`config.mk`:
```
export PLATFORM = sky130hd
export DESIGN_NAME = cordic_arbiter
export DESIGN_NICKNAME = d
export VERILOG_FILES = /design/src/rtl/cordic_arbiter.sv
export SDC_FILE = /design/constraint.sdc
export NUM_CORES = 1
export LEC_CHECK = 0
export CORE_MARGIN = 2
export CORE_UTILIZATION = 40
export DETAILED_ROUTE_END_ITERATION = 8
export PLACE_DENSITY_LB_ADDON = 0.3
export SLEW_MARGIN = 20
export SYNTH_ARGS = -nofsm -noshare
export SYNTH_HDL_FRONTEND = slang
export SYNTH_SLANG_ARGS = --single-unit
```
`constraint.sdc`:
```
create_clock -name clk -period 2.9 [get_ports clk]
set_input_delay 0.435 -clock clk [delete_from_list [all_inputs] [get_ports clk]]
set_output_delay 0.435 -clock clk [all_outputs]
set_load 0.02 [all_outputs]
```
`src/rtl/cordic_arbiter.sv`:
```
// ---------------------------------------------------------------------------
// cordic_arbiter
//
// Purpose:
//   Lets NUM_REQ requesters share one pipelined CORDIC core. The core has no
//   backpressure and a fixed en->ready latency of LATENCY cycles. At most one
//   request is granted per cycle and registered into the core's input side.
//   The requester ID of every issued op travels through a latency-matched tag
//   pipe, so each core result goes back to the requester that asked for it.
//
// Configuration macro:
//   CORDIC_ARB_FIXED_PRIO_EN - when defined, the grant is fixed priority with
//   the lowest index winning, and the round-robin pointer is removed. When
//   undefined (default), the grant is round-robin starting at rr_ptr.
//
// Ports:
//   clk, rst_n          clock, asynchronous active-low reset
//   arb_en              grant enable; low stops new grants only
//   req_valid/req_ready per-requester handshake (req_ready one-hot or zero)
//   req_mode            packed 2-bit modes, requester i at [2i+1:2i]
//   req_x/req_y/req_z   packed IN_WIDTH operands, requester i at slice i
//   core_en, core_mode, core_x/y/z   registered issue to the core
//   core_ready, core_r, core_a       core result side
//   rsp_valid           one-hot result strobe (registered)
//   rsp_r, rsp_a, rsp_id  result data and originating requester
//   busy                an op is in flight (core_en high or tag pipe non-empty)
//   err                 sticky: core_ready and the last tag stage disagreed
// ---------------------------------------------------------------------------
module cordic_arbiter #(
  parameter int NUM_REQ   = 4,
  parameter int IN_WIDTH  = 16,
  parameter int OUT_WIDTH = 16,
  parameter int LATENCY   = 20,
  localparam int ID_W     = (NUM_REQ > 1) ? $clog2(NUM_REQ) : 1
) (
  input  logic                          clk,
  input  logic                          rst_n,
  input  logic                          arb_en,
  input  logic [NUM_REQ-1:0]            req_valid,
  output logic [NUM_REQ-1:0]            req_ready,
  input  logic [2*NUM_REQ-1:0]          req_mode,
  input  logic [IN_WIDTH*NUM_REQ-1:0]   req_x,
  input  logic [IN_WIDTH*NUM_REQ-1:0]   req_y,
  input  logic [IN_WIDTH*NUM_REQ-1:0]   req_z,
  output logic                          core_en,
  output logic [1:0]                    core_mode,
  output logic [IN_WIDTH-1:0]           core_x,
  output logic [IN_WIDTH-1:0]           core_y,
  output logic [IN_WIDTH-1:0]           core_z,
  input  logic                          core_ready,
  input  logic [OUT_WIDTH-1:0]          core_r,
  input  logic [OUT_WIDTH-1:0]          core_a,
  output logic [NUM_REQ-1:0]            rsp_valid,
  output logic [OUT_WIDTH-1:0]          rsp_r,
  output logic [OUT_WIDTH-1:0]          rsp_a,
  output logic [ID_W-1:0]               rsp_id,
  output logic                          busy,
  output logic                          err
);

  // Grant result: whether someone is selected this cycle and who.
  logic            grant_found;
  logic [ID_W-1:0] grant_id;
  logic            transfer;

  // Operand fields of the selected requester.
  logic [1:0]          sel_mode;
  logic [IN_WIDTH-1:0] sel_x;
  logic [IN_WIDTH-1:0] sel_y;
  logic [IN_WIDTH-1:0] sel_z;

  // ID of the op currently presented to the core.
  logic [ID_W-1:0] issue_id;

  // Tag pipe: one {valid,id} pair per core pipeline stage.
  logic [LATENCY-1:0] tag_valid;
  logic [ID_W-1:0]    tag_id [LATENCY];

  logic               tag_last_valid;
  logic [ID_W-1:0]    tag_last_id;
  logic [NUM_REQ-1:0] tag_last_onehot;

`ifdef CORDIC_ARB_FIXED_PRIO_EN

  // Fixed priority: scan downward so the lowest valid index is the last
  // one written and therefore wins.
  always_comb begin
    grant_found = 1'b0;
    grant_id    = '0;
    for (int i = NUM_REQ - 1; i >= 0; i--) begin
      if (req_valid[i]) begin
        grant_found = 1'b1;
        grant_id    = ID_W'(i);
      end
    end
    if (!arb_en) begin
      grant_found = 1'b0;
    end
  end

`else

  localparam logic [ID_W:0]   NUM_REQ_W = (ID_W + 1)'(NUM_REQ);
  localparam logic [ID_W-1:0] LAST_ID   = ID_W'(NUM_REQ - 1);

  logic [ID_W-1:0] rr_ptr;

  // Round-robin: walk from rr_ptr upward, wrapping at NUM_REQ, and take the
  // first valid requester. The sum is one bit wider so the wrap test is exact
  // for non-power-of-two NUM_REQ.
  always_comb begin
    logic [ID_W:0]   sum;
    logic [ID_W-1:0] idx;
    grant_found = 1'b0;
    grant_id    = '0;
    sum         = '0;
    idx         = '0;
    for (int k = 0; k < NUM_REQ; k++) begin
      sum = {1'b0, rr_ptr} + (ID_W + 1)'(k);
      if (sum >= NUM_REQ_W) begin
        sum = sum - NUM_REQ_W;
      end
      idx = sum[ID_W-1:0];
      if (!grant_found && req_valid[idx]) begin
        grant_found = 1'b1;
        grant_id    = idx;
      end
    end
    if (!arb_en) begin
      grant_found = 1'b0;
    end
  end

  // The pointer moves just past the winner, so a requester that keeps its
  // valid high waits for every other valid requester before winning again.
  always_ff @(posedge clk or negedge rst_n) begin
    if (!rst_n) begin
      rr_ptr <= '0;
    end else if (transfer) begin
      rr_ptr <= (grant_id == LAST_ID) ? '0 : grant_id + 1'b1;
    end
  end

`endif

  // req_ready is also gated by rst_n so nothing looks accepted while the
  // block is held in reset.
  assign transfer = grant_found & rst_n;

  always_comb begin
    req_ready = '0;
    for (int i = 0; i < NUM_REQ; i++) begin
      if (transfer && (grant_id == ID_W'(i))) begin
        req_ready[i] = 1'b1;
      end
    end
  end

  // Operand mux, written as a compare loop so every slice index is constant.
  always_comb begin
    sel_mode = '0;
    sel_x    = '0;
    sel_y    = '0;
    sel_z    = '0;
    for (int i = 0; i < NUM_REQ; i++) begin
      if (grant_id == ID_W'(i)) begin
        sel_mode = req_mode[2*i +: 2];
        sel_x    = req_x[IN_WIDTH*i +: IN_WIDTH];
        sel_y    = req_y[IN_WIDTH*i +: IN_WIDTH];
        sel_z    = req_z[IN_WIDTH*i +: IN_WIDTH];
      end
    end
  end

  // Issue stage: core_en pulses the cycle after a transfer. The operand
  // registers only load on a transfer, so they hold between issues.
  always_ff @(posedge clk or negedge rst_n) begin
    if (!rst_n) begin
      core_en   <= 1'b0;
      core_mode <= '0;
      core_x    <= '0;
      core_y    <= '0;
      core_z    <= '0;
      issue_id  <= '0;
    end else begin
      core_en <= transfer;
      if (transfer) begin
        core_mode <= sel_mode;
        core_x    <= sel_x;
        core_y    <= sel_y;
        core_z    <= sel_z;
        issue_id  <= grant_id;
      end
    end
  end

  // Tag pipe: stage 0 samples core_en in the same edge the core samples it,
  // so the valid bit reaches the last stage exactly when core_ready rises.
  always_ff @(posedge clk or negedge rst_n) begin
    if (!rst_n) begin
      tag_valid <= '0;
      for (int i = 0; i < LATENCY; i++) begin
        tag_id[i] <= '0;
      end
    end else begin
      tag_valid[0] <= core_en;
      tag_id[0]    <= issue_id;
      for (int i = 1; i < LATENCY; i++) begin
        tag_valid[i] <= tag_valid[i-1];
        tag_id[i]    <= tag_id[i-1];
      end
    end
  end

  assign tag_last_valid = tag_valid[LATENCY-1];
  assign tag_last_id    = tag_id[LATENCY-1];

  always_comb begin
    tag_last_onehot = '0;
    for (int i = 0; i < NUM_REQ; i++) begin
      if (tag_last_id == ID_W'(i)) begin
        tag_last_onehot[i] = 1'b1;
      end
    end
  end

  // Response stage: a result is forwarded only when the core and the tag
  // pipe agree. A lone core_ready or a lone tag produces no strobe.
  always_ff @(posedge clk or negedge rst_n) begin
    if (!rst_n) begin
      rsp_valid <= '0;
      rsp_r     <= '0;
      rsp_a     <= '0;
      rsp_id    <= '0;
    end else if (core_ready && tag_last_valid) begin
      rsp_valid <= tag_last_onehot;
      rsp_r     <= core_r;
      rsp_a     <= core_a;
      rsp_id    <= tag_last_id;
    end else begin
      rsp_valid <= '0;
    end
  end

  // Any disagreement between core_ready and the last tag means the LATENCY
  // parameter does not match the core; remember it until reset.
  always_ff @(posedge clk or negedge rst_n) begin
    if (!rst_n) begin
      err <= 1'b0;
    end else if (core_ready != tag_last_valid) begin
      err <= 1'b1;
    end
  end

  assign busy = core_en | (|tag_valid);

endmodule
```
==> flow_metrics.py, run 1 <==
metrics = {
    "grt": {
        "pin_count_of_the_biggest_net_entering_global_routing": 80,
        "grt_overflow_total": 0,
        "wire_length_of_the_first_global_routing_pass_mm": 34.3,
        "antenna_violations_before_repair": 2,
        "grt_pass1_vias": 6266,
        "grt_usage_pct": 25.1,
    },
    "placed_design": {
        "placedInstanceArea_um2": 10200,
        "place.port_buffers": 334,
        "dp.cells": 1116,
        "place.detailed.hpwl_mm": 15.7,
        "place_congestion": 0.875,
    },
    "critical_path": {
        "critical_path.n_buffers_inverters": 1,
        "crit_chain": "or4_1, or4_1, clkdlybuf4s50_1",
        "cp-end-kind": "output pin",
        "cpMostUsedCell": "sky130_fd_sc_hd__or4_1",
        "timing.critical_path.slowest_stage_cell": "sky130_fd_sc_hd__clkdlybuf4s50_1",
        "path_delay_family": "simple AND/OR/NAND/NOR gates",
        "worst_setup_path_start_kind": "flop",
        "crit_arrival_ns": 2.36,
        "worst-endpoint-required_ns": 2.47,
        "critical_path_class": "reg2out",
        "slowest_delay_ns": 0.57,
        "worst-path-max-fanout": 2,
    },
    "sta": {
        "grt_setup_unrepaired": "false",
        "drv_slew": 0,
        "worst_slew_pin_slew_ns": 0.955,
        "post_route_minimum_period_ns": 2.80,
        "timing.fmax_ghz": 0.358,
        "accumulated_negative_setup_slack_ns": 0,
        "max_slew_margin_pct": 36.3,
        "clock_skew_ns": 0.0100,
        "min_period_over_period_pct": 96.4,
        "timing.final.hold_violations": 0,
        "setup_viol": 0,
    },
    "cts": {
        "cts-hold-fix-buffers": 0,
        "htree_levels": 4,
        "cts_made_buffers": 17,
        "clock_path_buffers": 2,
        "clk-insertion-delay-late_ns": 0.42,
        "clock-root-buffer": "sky130_fd_sc_hd__clkbuf_16",
        "cts_tree": "done",
        "worst_setup_hold_path_clk_slew_ns": 0.07,
        "clock_sink_count": 154,
    },
    "floorplan": {
        "floorplan.die.height_um": 132,
        "core.rowCount": 46,
        "fp.dieW_um": 132,
        "core_box_area_um2": 16000,
        "io_pins": 335,
        "start_util_pct": 41.2,
        "dieArea_um2": 17500,
    },
    "pwr": {
        "peakVddDrop_uv": 550,
        "design_power_total_mw": 9.29,
        "pwr_cell_area_nw_per_um2": 856,
        "power.leakage_nw": 4.73,
    },
    "synth": {
        "yosysUniqueCellTypes": 32,
        "syn_area_um2": 6590,
        "ys_seq_area_share_pct": 58.5,
        "synth.net_count": 831,
        "post_synth.cell_area_avg_um2": 11.2,
        "yosys_warns": 0,
        "synthCells": 586,
        "synth-seq-cells": 154,
    },
    "drt": {
        "drcViolationCount": 0,
        "routed_wirelength_mm": 21.5,
        "final_antenna_net_count": 0,
        "detail_route.first_pass.iterations": 5,
        "detail_route.iter0.violations": 392,
        "routed-via-count": 5995,
        "avgRoutedWirePerCell_um": 18.6,
        "routed_via_density": 5.21,
    },
    "min_path": {
        "min-delay-path-class": "in2async",
    },
    "layout": {
        "area.growth.synth_to_final_pct": 64.6,
        "layoutNonFillerInstCount": 1151,
        "post_route_cells_drive_above_1_share_pct": 11.3,
        "fin_nets": 1165,
        "finalCoreUtilization_pct": 67.8,
        "finish.instance_area_um2": 10800,
    },
    "status": {
        "run_status": "finished clean",
    },
    "run": {
        "cap_violations": 0,
    },
}
final timing paths:
kind                       cells after the start              startpoint                        to  slack [ns]
max                                            3  tag_valid[3]$_DFF_PN0_                      busy        0.10
min                                            2                   rst_n      tag_id[30]$_DFF_PN0_        0.28
max reg2reg                                   12   rr_ptr[0]$_DFFE_PN0P_    core_y[12]$_DFFE_PN0P_        0.45
min reg2reg                                    0     tag_id[3]$_DFF_PN0_  tag_last_id[1]$_DFF_PN0_        0.34
max in group asynchronous                      2                   rst_n      tag_id[19]$_DFF_PN0_        1.99
min in group clk                               0     tag_id[3]$_DFF_PN0_  tag_last_id[1]$_DFF_PN0_        0.34
layer usage:
layer	GRT usage [%]	wire, um	vias up	share of wire (%)
li1	-	-	2778	-
met1	30.3	8290	2863	39
met2	41.9	10700	305	50
met3	7.57	1810	49	8.4
met4	10.5	698	0	3.3
met5	0	0	-	0
worst reg2reg max path, stage by stage, from the launching register on:
cell and delay [ns]:
sky130_fd_sc_hd__dfrtp_1 0.40, sky130_fd_sc_hd__nor2b_1 0.18, sky130_fd_sc_hd__o21ai_0 0.11, sky130_fd_sc_hd__o211ai_1 0.10, sky130_fd_sc_hd__buf_4 0.17, sky130_fd_sc_hd__inv_1 0.08
sky130_fd_sc_hd__ha_2 0.18, sky130_fd_sc_hd__buf_4 0.19, sky130_fd_sc_hd__nor2b_4 0.15, sky130_fd_sc_hd__buf_12 0.23, sky130_fd_sc_hd__a221oi_1 0.16, sky130_fd_sc_hd__a211o_1 0.30
sky130_fd_sc_hd__a21oi_1 0.13
cell type report:
class	instances	area [um2]
inverters	54	203
clock buffers	17	425
well taps	216	270
repair buffers	364	3600
clock inverters	15	189
multi-input cells	329	2300
flip-flops and latches	154	3850
fillers	1251	5150
diodes	2	5.00
synth_stat cells:
library cell / instances / area (um2)
sky130_fd_sc_hd__nor2b_1: 4 / 25.0
sky130_fd_sc_hd__mux2_2: 33 / 372
sky130_fd_sc_hd__nor4_1: 3 / 18.8
sky130_fd_sc_hd__a21boi_0: 1 / 7.51
sky130_fd_sc_hd__or4_1: 2 / 15.0
sky130_fd_sc_hd__inv_2: 1 / 3.75
sky130_fd_sc_hd__nor3b_1: 1 / 7.51
sky130_fd_sc_hd__nor2b_4: 1 / 13.8
sky130_fd_sc_hd__nand4_1: 1 / 6.26
sky130_fd_sc_hd__buf_1: 4 / 15.0
sky130_fd_sc_hd__ha_1: 5 / 62.6
sky130_fd_sc_hd__mux2_4: 1 / 15.0
sky130_fd_sc_hd__a211o_1: 49 / 429
sky130_fd_sc_hd__nand2_1: 7 / 26.3
sky130_fd_sc_hd__nor2_1: 54 / 203
sky130_fd_sc_hd__inv_1: 53 / 199
sky130_fd_sc_hd__a21oi_1: 100 / 500
sky130_fd_sc_hd__o311ai_4: 1 / 26.3
sky130_fd_sc_hd__buf_2: 15 / 75.1
sky130_fd_sc_hd__dfrtp_1: 154 / 3850
sky130_fd_sc_hd__or2_2: 1 / 6.26
sky130_fd_sc_hd__buf_6: 9 / 101
sky130_fd_sc_hd__clkbuf_1: 21 / 78.8
sky130_fd_sc_hd__and3_1: 1 / 6.26
sky130_fd_sc_hd__and3b_1: 1 / 8.76
sky130_fd_sc_hd__o32ai_1: 1 / 8.76
sky130_fd_sc_hd__a221oi_1: 50 / 438
sky130_fd_sc_hd__and2_1: 4 / 25.0
sky130_fd_sc_hd__nor3_1: 1 / 5.00
sky130_fd_sc_hd__o21ai_0: 5 / 25.0
sky130_fd_sc_hd__or2_1: 1 / 6.26
sky130_fd_sc_hd__o211ai_1: 1 / 7.51
power by group:
part	internal, mW	total [mW]	switching, mW
combinational	1.98	3.97	1.99
sequential	2.77	3.09	0.318
clock	1.18	2.24	1.05
total	5.93	9.29	3.36
cells by family after synthesis:
group           synth area share (%)
buf+inv                         7.18
simple gates                    5.66
flops                           58.5
mux                             5.87
compound gates                  21.9
fa+ha+maj                      0.949
state kept, by name (all words and copies together), names as in the netlist, 4 cells and up:
| name | cells |
|---|---|
| core_x | 16 |
| core_y | 16 |
| core_z | 16 |
| rsp_a | 16 |
| rsp_r | 16 |
| rsp_valid | 4 |
| tag_id | 38 |
| tag_valid | 20 |
repair_timing:
item                       CTS  global route
setup endpoints to repair    4             0
gates resized for setup      5             0
setup buffers                1             0
layout by cell type (no fill, tap or decap), types with 4 or more instances in the layout:
cell                              instances
sky130_fd_sc_hd__inv_8                    5
sky130_fd_sc_hd__nor2_1                  54
sky130_fd_sc_hd__inv_1                   53
sky130_fd_sc_hd__clkbuf_16               17
sky130_fd_sc_hd__and2_1                   4
sky130_fd_sc_hd__a21oi_1                100
sky130_fd_sc_hd__dlygate4sd2_1            4
sky130_fd_sc_hd__a211o_1                 49
sky130_fd_sc_hd__buf_4                   27
sky130_fd_sc_hd__nand2_1                  7
sky130_fd_sc_hd__dfrtp_1                154
sky130_fd_sc_hd__clkdlybuf4s50_1        329
sky130_fd_sc_hd__mux2_2                  33
sky130_fd_sc_hd__clkinv_8                 5
sky130_fd_sc_hd__nor2b_1                  4
sky130_fd_sc_hd__a221oi_1                50
sky130_fd_sc_hd__o21ai_0                  5
through the flow:
stage	hold slack [ns]	setup WS, ns
floorplan	0.139	0.502
global placement	0.333	-0.248
detailed placement	0.335	-0.355
CTS	0.322	0.0639
global route	0.341	0.00236
finish	0.282	0.104
Power figures use the tool's default switching activity.
==> run 2, diff against run 1 <==
--- a/config.mk
+++ b/config.mk
@@ -9,7 +9,6 @@
 export CORE_UTILIZATION = 40
 export DETAILED_ROUTE_END_ITERATION = 8
 export PLACE_DENSITY_LB_ADDON = 0.3
-export SLEW_MARGIN = 20
 export SYNTH_ARGS = -nofsm -noshare
 export SYNTH_HDL_FRONTEND = slang
 export SYNTH_SLANG_ARGS = --single-unit
==> results of run 2 <==
The final DEF is identical to that of run 1; final timing and power are the same.
==> run 3, diff against run 2 <==
--- a/config.mk
+++ b/config.mk
@@ -5,10 +5,13 @@
 export SDC_FILE = /design/constraint.sdc
 export NUM_CORES = 1
 export LEC_CHECK = 0
-export CORE_MARGIN = 2
-export CORE_UTILIZATION = 40
+export CAP_MARGIN = 0
+export CORE_AREA = 2 2 129 131
 export DETAILED_ROUTE_END_ITERATION = 8
+export DIE_AREA = 0 0 131 133
+export DONT_BUFFER_PORTS = 1
 export PLACE_DENSITY_LB_ADDON = 0.3
+export SKIP_CTS_REPAIR_TIMING = 1
 export SYNTH_ARGS = -nofsm -noshare
 export SYNTH_HDL_FRONTEND = slang
 export SYNTH_SLANG_ARGS = --single-unit
==> run 3 against run 2 <==
Largest cell class unchanged. Final cell count shrank 30%. Cell area shrank 32%. The flow now finishes with violations (hold timing). Highest routed layer is now met5. Critical endpoint is now req_ready[1]. Wire length shrank 18%. Fmax grew 2.2%. Via count shrank 22%. Sequential power grew 19%. Critical path type unchanged. Sequential share of layout area grew 17 points.
==> flow_metrics.py, run 3 (synthesis results as in run 1) <==
metrics = {
    "cts": {
        "worst_setup_hold_path_clk_slew_ns": 0.07,
        "htree_levels": 4,
        "clock_path_buffers": 2,
        "cts_tree": "done",
        "clock-root-buffer": "sky130_fd_sc_hd__clkbuf_16",
        "cts_made_buffers": 17,
        "clk-insertion-delay-late_ns": 0.41,
        "clock_sink_count": 154,
    },
    "drt": {
        "detail_route.iter0.violations": 269,
        "final_antenna_net_count": 0,
        "drcViolationCount": 0,
        "routed-via-count": 4680,
        "avgRoutedWirePerCell_um": 21.9,
        "detail_route.first_pass.iterations": 4,
        "routed_wirelength_mm": 17.6,
        "routed_via_density": 5.84,
    },
    "sta": {
        "holdWs_ns": -0.287,
        "min_period_over_period_pct": 94.3,
        "worst_slew_pin_slew_ns": 0.635,
        "timing.fmax_ghz": 0.366,
        "timing.final.hold_violations": 154,
        "drv_slew": 0,
        "clock_skew_ns": 0.00819,
        "setup_viol": 0,
        "post_route_minimum_period_ns": 2.74,
        "grt_setup_unrepaired": "false",
        "max_slew_margin_pct": 57.7,
        "accumulated_negative_setup_slack_ns": 0,
    },
    "placed_design": {
        "place_congestion": 0.831,
        "place.detailed.hpwl_mm": 12.2,
        "place.port_buffers": 0,
    },
    "pwr": {
        "pwr_cell_area_nw_per_um2": 1100,
        "share_clk_of_total_power_pct": 27.7,
        "p_sw_mw": 3.04,
        "power.share.combinational_pct": 27.0,
        "design_power_total_mw": 8.13,
        "seq_power_share_pct": 45.3,
        "cellInternalPower_mw": 5.09,
        "power.leakage_nw": 3.33,
        "power.switching_fraction_pct": 37.4,
        "peakVddDrop_uv": 463,
    },
    "floorplan": {
        "floorplan.die.height_um": 133,
        "fp.dieW_um": 131,
        "io_pins": 335,
        "core.rowCount": 47,
        "core_box_area_um2": 16200,
        "dieArea_um2": 17400,
        "start_util_pct": 40.8,
    },
    "status": {
        "failed_checks": "hold timing",
        "run_status": "finished, violations left",
    },
    "grt": {
        "grt_overflow_total": 0,
        "grt_usage_pct": 19.4,
        "wire_length_of_the_first_global_routing_pass_mm": 25.4,
        "grt_pass1_vias": 4648,
        "antenna_violations_before_repair": 1,
        "pin_count_of_the_biggest_net_entering_global_routing": 156,
    },
    "layout": {
        "fin_nets": 814,
        "layout.cells.most_common_list": "sky130_fd_sc_hd__dfrtp_1, sky130_fd_sc_hd__a21oi_1, sky130_fd_sc_hd__nor2_1",
        "largest_register_ffs": 38,
        "layout_commonest_cell": "sky130_fd_sc_hd__dfrtp_1",
        "diodes": 0,
        "layout.filler_cells": 1502,
        "area.growth.synth_to_final_pct": 12.2,
        "regMostFlops": "tag_id",
        "post_route_cells_drive_above_1_share_pct": 14.8,
        "reg_top3": "tag_id (38), tag_valid (20)",
    },
    "critical_path": {
        "crit_chain": "a21boi_0, o32ai_1, ha_2, buf_12, and2_1",
        "timing.critical_path.slowest_stage_cell": "sky130_fd_sc_hd__o32ai_1",
        "slowest_delay_ns": 0.48,
        "critical_path_class": "reg2out",
        "crit_arrival_ns": 2.30,
        "r2r_start": "rr_ptr[1]$_DFFE_PN0P_",
        "worst-path-max-fanout": 44,
        "cp-end-kind": "output pin",
        "worstSetupStartpoint": "rr_ptr[1]$_DFFE_PN0P_",
        "worst-endpoint-required_ns": 2.47,
        "worst_setup_path_start_kind": "flop",
    },
    "min_path": {
        "min-delay-path-class": "in2async",
    },
    "run": {
        "cap_violations": 0,
    },
}
## run 3: changes by cell type in the layout (fill, tap and decap cells not counted), moves of 3 or more
cell                              before  now
sky130_fd_sc_hd__clkdlybuf4s50_1     329    0
sky130_fd_sc_hd__dlygate4sd2_1         4    0
sky130_fd_sc_hd__inv_8                 5    2
sky130_fd_sc_hd__buf_4                27    8
sky130_fd_sc_hd__clkinv_8              5    1
sky130_fd_sc_hd__inv_6                 3    6
## run 3: path summary, 6_finish.rpt
| path | to | slack, ns | cells past startpoint |
|---|---|---|---|
| min in group clk | rsp_a[6]$_DFFE_PN0P_ | 0.17 | 1 |
| max reg2reg | core_z[10]$_DFFE_PN0P_ | 0.39 | 8 |
| min | rsp_r[7]$_DFFE_PN0P_ | -0.29 | 0 |
| max in group asynchronous | tag_id[29]$_DFF_PN0_ | 2.95 | 0 |
| min reg2reg | tag_id[20]$_DFF_PN0_ | 0.34 | 0 |
| max | req_ready[1] | 0.16 | 5 |
## run 3: final cells by class
| cell class | instances | area, um2 | share of cell area, % |
|---|---|---|---|
| clock inverter | 15 | 179 | 2.42 |
| tap | 220 | 275 | 3.72 |
| inverter | 54 | 203 | 2.74 |
| timing repair buffer | 13 | 168 | 2.27 |
| clock buffer | 17 | 425 | 5.75 |
| multi-input combinational | 329 | 2290 | 31.0 |
| sequential | 154 | 3850 | 52.1 |
## run 3: through the flow
step / hold WS, ns / cell area (um2) / utilization, % / worst slack, ns / std cells
after floorplan: 0.139 / 6590 / - / 0.502 / 586
after global placement: 0.142 / 6750 / 41.7 / 0.361 / 767
after detailed placement: 0.142 / 6750 / 41.7 / 0.278 / 767
after CTS: -0.314 / 7350 / 45.5 / 0.0836 / 799
after global routing: -0.322 / 7400 / 45.7 / 0.0416 / 802
final: -0.287 / 7400 / 45.7 / 0.165 / 802
## run 3: power by group through the flow
stage	Clock, mW	Combinational (mW)	Sequential, mW
2_1_floorplan	0	1.68	3.57
3_3_place_gp	0	2.04	3.71
3_5_place_dp	0	2.12	3.72
4_1_cts	2.31	2.13	3.69
5_1_grt	2.42	2.43	3.76
6_report	2.25	2.20	3.68
## run 3: worst max-delay path, delay by kind of cell (launching register included)
| kind | cells | cell delay, ns |
|---|---|---|
| flip-flops | 1 | 0.42 |
| adder cells (fa/ha/maj) | 1 | 0.36 |
| buffers and inverters | 1 | 0.24 |
| AND/OR/NAND/NOR | 1 | 0.28 |
| AO/OA/AOI/OAI | 2 | 0.59 |
## run 3: metal layers
metal / vias to the layer above / global-route usage (%) / share of wire (%)
met2: 265 / 32.4 / 50
met4: 2 / 7.03 / 2.2
met1: 2311 / 22.7 / 39
met5: - / 0 / 0.068
met3: 35 / 7.08 / 9.5
li1: 2067 / - / -
